File: config.mk
export PLATFORM = sky130hd
export DESIGN_NAME = instr_fetch
export DESIGN_NICKNAME = d
export VERILOG_FILES = /design/src/rtl/instr_fetch.sv
export SDC_FILE = /design/constraint.sdc
export NUM_CORES = 1
export LEC_CHECK = 0
export CAP_MARGIN = 15
export CORE_MARGIN = 2
export CORE_UTILIZATION = 44
export DETAILED_ROUTE_END_ITERATION = 7
export GPL_ROUTABILITY_DRIVEN = 0
export HOLD_SLACK_MARGIN = 0.12
export PLACE_DENSITY = 0.82
export RECOVER_POWER = 50
export SLEW_MARGIN = 20
export SYNTH_ARGS = -nofsm -noshare
export SYNTH_HDL_FRONTEND = slang
export SYNTH_SLANG_ARGS = --single-unit
File: constraint.sdc
create_clock -name clk -period 2 [get_ports clk]
set_input_delay 0.2 -clock clk [delete_from_list [all_inputs] [get_ports clk]]
set_output_delay 0.2 -clock clk [all_outputs]
set_load 0.03 [all_outputs]
File: src/rtl/instr_fetch.sv
// Multi-cycle instruction fetch: samples PC on start, checks alignment/range, runs one
// valid/ready read to instruction memory and reports done, or a fault with a cause code.
module instr_fetch #(
    parameter logic [31:0] INIT       = 32'h0000_3000,
    parameter logic [31:0] TEXT_BYTES = 32'h0000_1000,
    parameter int unsigned TIMEOUT    = 16
) (
    input  logic        clk,
    input  logic        reset,
    input  logic        start,
    input  logic [31:0] pc,
    output logic        busy,
    output logic        done,
    output logic        pc_write,
    output logic [31:0] pc_plus4,
    output logic [31:0] ir,
    output logic        fault,
    output logic [1:0]  fault_code,
    output logic        mem_req_valid,
    input  logic        mem_req_ready,
    output logic [31:0] mem_addr,
    input  logic        mem_rsp_valid,
    input  logic [31:0] mem_rsp_data
);

    localparam int unsigned     CNT_W     = (TIMEOUT > 2) ? $clog2(TIMEOUT) : 1;
    localparam logic [CNT_W-1:0] CNT_LAST = CNT_W'(TIMEOUT - 1);

    localparam logic [1:0] FC_MISALIGNED = 2'b01;
    localparam logic [1:0] FC_RANGE      = 2'b10;
    localparam logic [1:0] FC_TIMEOUT    = 2'b11;

    typedef enum logic [2:0] {
        S_IDLE  = 3'd0,
        S_REQ   = 3'd1,
        S_WAIT  = 3'd2,
        S_DONE  = 3'd3,
        S_FAULT = 3'd4
    } state_e;

    state_e           state_q;
    logic [CNT_W-1:0] cnt_q;
    logic [31:0]      addr_q;
    logic [31:0]      pc_plus4_q;
    logic [31:0]      ir_q;
    logic [1:0]       fault_code_q;
    logic             busy_q;
    logic             done_q;
    logic             pc_write_q;
    logic             fault_q;
    logic             mem_req_valid_q;

    // Address checks on the incoming PC, used only in the cycle start is accepted
    logic [31:0] offset_c;
    logic        misaligned_c;
    logic        out_of_range_c;
    logic        cnt_expired_c;
    logic [31:0] pc_plus4_d;

    assign offset_c       = pc - INIT;
    assign misaligned_c   = (pc[1:0] != 2'b00);
    assign out_of_range_c = (pc < INIT) || (offset_c >= TEXT_BYTES);
    assign cnt_expired_c  = (cnt_q == CNT_LAST);
    assign pc_plus4_d     = pc + 32'd4;

    // Fetch sequencer; all outputs are registered alongside the state
    always_ff @(posedge clk) begin
        if (reset) begin
            state_q         <= S_IDLE;
            cnt_q           <= '0;
            addr_q          <= INIT;
            pc_plus4_q      <= INIT;
            ir_q            <= '0;
            fault_code_q    <= 2'b00;
            busy_q          <= 1'b0;
            done_q          <= 1'b0;
            pc_write_q      <= 1'b0;
            fault_q         <= 1'b0;
            mem_req_valid_q <= 1'b0;
        end else begin
            done_q     <= 1'b0;
            pc_write_q <= 1'b0;
            fault_q    <= 1'b0;

            case (state_q)
                S_IDLE: begin
                    if (start) begin
                        addr_q     <= pc;
                        pc_plus4_q <= pc_plus4_d;
                        cnt_q      <= '0;
                        busy_q     <= 1'b1;
                        if (misaligned_c) begin
                            state_q      <= S_FAULT;
                            fault_q      <= 1'b1;
                            fault_code_q <= FC_MISALIGNED;
                        end else if (out_of_range_c) begin
                            state_q      <= S_FAULT;
                            fault_q      <= 1'b1;
                            fault_code_q <= FC_RANGE;
                        end else begin
                            state_q         <= S_REQ;
                            mem_req_valid_q <= 1'b1;
                        end
                    end
                end

                S_REQ: begin
                    if (mem_req_ready) begin
                        state_q         <= S_WAIT;
                        mem_req_valid_q <= 1'b0;
                    end else if (cnt_expired_c) begin
                        state_q         <= S_FAULT;
                        mem_req_valid_q <= 1'b0;
                        fault_q         <= 1'b1;
                        fault_code_q    <= FC_TIMEOUT;
                    end else begin
                        cnt_q <= cnt_q + CNT_W'(1);
                    end
                end

                S_WAIT: begin
                    if (mem_rsp_valid) begin
                        state_q    <= S_DONE;
                        ir_q       <= mem_rsp_data;
                        done_q     <= 1'b1;
                        pc_write_q <= 1'b1;
                    end else if (cnt_expired_c) begin
                        state_q      <= S_FAULT;
                        fault_q      <= 1'b1;
                        fault_code_q <= FC_TIMEOUT;
                    end else begin
                        cnt_q <= cnt_q + CNT_W'(1);
                    end
                end

                S_DONE, S_FAULT: begin
                    state_q <= S_IDLE;
                    busy_q  <= 1'b0;
                end

                default: begin
                    state_q         <= S_IDLE;
                    busy_q          <= 1'b0;
                    mem_req_valid_q <= 1'b0;
                end
            endcase
        end
    end

    assign busy          = busy_q;
    assign done          = done_q;
    assign pc_write      = pc_write_q;
    assign pc_plus4      = pc_plus4_q;
    assign ir            = ir_q;
    assign fault         = fault_q;
    assign fault_code    = fault_code_q;
    assign mem_req_valid = mem_req_valid_q;
    assign mem_addr      = addr_q;

endmodule

==> key figures, run 1 <==
Outcome
  • Status: complete, no violations

Finish
  • Fillers: between 700 and 800
  • Post-route insts no fill: between 800 and 900
  • Synthesis-to-finish area growth: 51.9%
  • Multi-input gate area: 2140 um^2
  • N_diodes: 0
  • Final #Nets: about 830
  • Fin util: 0.689
  • Sequential Area: about 2100 um^2
  • Layout cells sized above 1: 0.0991
  • Post-route design area: 6770 um^2

Global routing
  • First-pass GRT wire length: 21.1 mm
  • Largest net degree at the start of global routing: 43
  • Initial antenna violation count: 0
  • Vias in the first global route: between 4000 and 5000
  • All-layer global routing usage: 0.232
  • Grt total ovfl: 0

Worst setup path
  • Critical path data arrival time: around 2.1 ns
  • CP startpoint kind: primary input
  • CP max FO: 4
  • CP Class: primary input to flop
  • Worst setup EP type: flop
  • Req. time, crit path: roughly 2.3 ns

Timing
  • Count of pins over their slew limit: 0
  • Least-Margin Pin Slew: between 0.6 and 0.7 ns
  • # setup viols final: 0
  • WHS: approximately 0.29 ns
  • Final Critical Period: 1.86 ns
  • Final hold vios: 0
  • F_max: 0.539 GHz
  • Setup Skew: roughly 0.015 ns
  • Unrepaired setup endpoints after global routing: no
  • Fin crit share: 0.928
  • Slew HR: 0.589

Logic synthesis
  • Mapped cell area: around 4500 um^2
  • Share of flip-flops with an asynchronous set or reset: 0
  • Yosys reg bits: between 100 and 150
  • Post-synth EDFFs: 0
  • Mean Syn Cell Area: 7.94 um^2
  • Post-Syn Nets: 633
  • Register area share after synthesis: 0.481
  • Mapped Cells: 561
  • Yosys warns: 0
  • Netlist cell types: 39
  • Ys flop type: dfxtp_1

Pwr
  • Max VDD drop: just under 0.0004 V
  • Power Dens Cells: about 660 nW/um^2
  • Leakage Power: between 2 and 3 nW
  • Pwr Total: around 4.5 mW

Die
  • Chip width: 105 um
  • Initial core utilization: 0.454
  • Row Count: 36
  • Die H: around 100 um
  • Core area: between 9000 and 10000 um^2
  • Die ar.: between 10000 and 15000 um^2
  • IO Count: roughly 170

Clocking
  • TritonCTS clock tree: yes
  • H-Tree Level Count: 3
  • Root Driver: clkbuf_8
  • Clock buffer depth: 2
  • Reg clk slew, reported paths: roughly 0.10 ns
  • Clock Sinks: between 100 and 150
  • # hold bufs at CTS: 0
  • Clk_lat worst skew: about 0.36 ns
  • Post-CTS setup buffer count: 0
  • CTS Buf Count: 9

Place
  • IO Port Bufs: approximately 170
  • Placed Instance Area: roughly 6600 um^2
  • Detailed Place HPWL: roughly 9.7 mm
  • Placed Cells: roughly 900

Job
  • Max-cap viol count: 0

Min path
  • Worst min path class: primary input to flop

Route
  • Initial DRC Count: roughly 190
  • Total wire length: roughly 13 mm
  • Vias after detailed routing: about 4500
  • Antenna Nets Post-Route: 0
  • DRT Pass-1 Iters: 4
  • Wire per inst: roughly 15 um
  • DR DRC count: 0
  • Vias per cell: about 5
synth_stat cells, drive strengths merged, types with 2 or more instances:
master  instances  area, um^2
ha              3        37.5
o22ai           3        18.8
a21oi          72         360
xnor2           7        61.3
or3             7        43.8
nor3            7        35.0
xor2           20         175
nand4          13        81.3
a211oi         25         188
nor4            6        52.6
nand2         143         537
inv             6        22.5
nor2           49         184
and4            2        17.5
clkbuf         31         116
nand3          18         105
nand2b          4        25.0
o21ai           7        35.0
buf            10        57.6
a311oi          2        17.5
and3            5        31.3
dfxtp         107        2140
and2            2        12.5
routing by layer:
metal / part of all wire / track usage
met5: 0 / 0
met4: 0.013 / 0.0657
met3: 0.075 / 0.0574
met2: 0.49 / 0.398
met1: 0.42 / 0.288
registers in the layout, indices dropped and copies added, names as in the netlist:
signal,count
pc_write,1
fault,1
cnt_q,4
pc_plus4,30
mem_addr,32
state_q,3
ir,32
busy,1
fault_code,2
mem_req_valid,1
power by group:
part | switching (mW) | internal, mW | total [mW]
Clock | 0.723 | 0.569 | 1.29
Combinational | 0.496 | 0.392 | 0.888
Sequential | 0.0509 | 2.22 | 2.28
Total | 1.27 | 3.19 | 4.46
critical path: stages:
cell	delay, ns
clkdlybuf4s50_1	0.50
ha_1	0.21
nand3_2	0.14
nor4_4	0.34
nand3_2	0.15
or3_1	0.34
a311oi_2	0.26
final cells by class:
| type | count | share of cell area |
|---|---|---|
| Tap cell | 133 | 0.0246 |
| Inverter | 6 | 0.00333 |
| Multi-Input combinational cell | 407 | 0.315 |
| Sequential cell | 107 | 0.316 |
| Clock inverter | 4 | 0.00795 |
| Clock buffer | 10 | 0.0189 |
| Timing Repair Buffer | 223 | 0.313 |
placed cells by master (no fill, tap or decap), types with 2 or more instances in the layout:
cell / netlist / final
a211oi_1: 25 / 25
a21oi_1: 72 / 72
and3_1: 5 / 5
and4_1: 2 / 2
buf_12: 0 / 2
buf_4: 3 / 50
clkbuf_8: 0 / 9
clkdlybuf4s50_1: 0 / 80
clkinvlp_4: 0 / 2
dfxtp_1: 107 / 107
dlygate4sd3_1: 0 / 90
ha_1: 3 / 3
inv_1: 6 / 6
nand2_1: 143 / 143
nand2b_1: 4 / 4
nand3_1: 15 / 15
nand3_2: 3 / 3
nand4_1: 13 / 13
nor2_1: 49 / 49
nor3_1: 7 / 5
nor3_2: 0 / 2
nor4_1: 5 / 5
o21ai_0: 7 / 7
o22ai_1: 3 / 3
or3_1: 7 / 7
xnor2_1: 7 / 7
xor2_1: 20 / 20
what timing repair did:
item | CTS | global route
hold endpoints to repair | 0 | 0
gates resized for setup | 0 | 2
endpoints found under the setup margin | 0 | 5
per-stage QoR:
step	worst slack, ns	setup TNS [ns]
after floorplan	0.324	0
after global placement	-0.163	-0.753
after detailed placement	-0.251	-1.73
after CTS	0.123	0
after global routing	0.0288	0
final	0.144	0
logic make-up (layout without fill, tap and decap cells):
group	count (synthesis)	in the layout	synth area share
DFF	107	107	0.481
buffers and inverters	47	243	0.0441
and+or+nand+nor	257	257	0.254
adders and majority gates	3	3	0.00842
xor gates and xnor gates	27	27	0.0531
AOI/OAI and AO/OA	120	120	0.160
final timing paths:
kind | startpoint | endpoint | slack (ns) | cells past startpoint
max reg2reg | state_q[1] | ir[9] | 0.18 | 5
min | reset | mem_addr[30] | 0.29 | 2
max | pc[3] | pc_plus4[26] | 0.14 | 7
min reg2reg | ir[3] | ir[3] | 0.46 | 2
(Power assumes the default switching activity.)
==> run 2: changes to the inputs <==
--- a/config.mk
+++ b/config.mk
@@ -13,7 +13,7 @@
 export HOLD_SLACK_MARGIN = 0.12
 export PLACE_DENSITY = 0.82
 export RECOVER_POWER = 50
-export SLEW_MARGIN = 20
+export SLEW_MARGIN = 10
 export SYNTH_ARGS = -nofsm -noshare
 export SYNTH_HDL_FRONTEND = slang
 export SYNTH_SLANG_ARGS = --single-unit
==> results of run 2 <==
No change in the layout: final DEF, timing and power equal those of run 1.
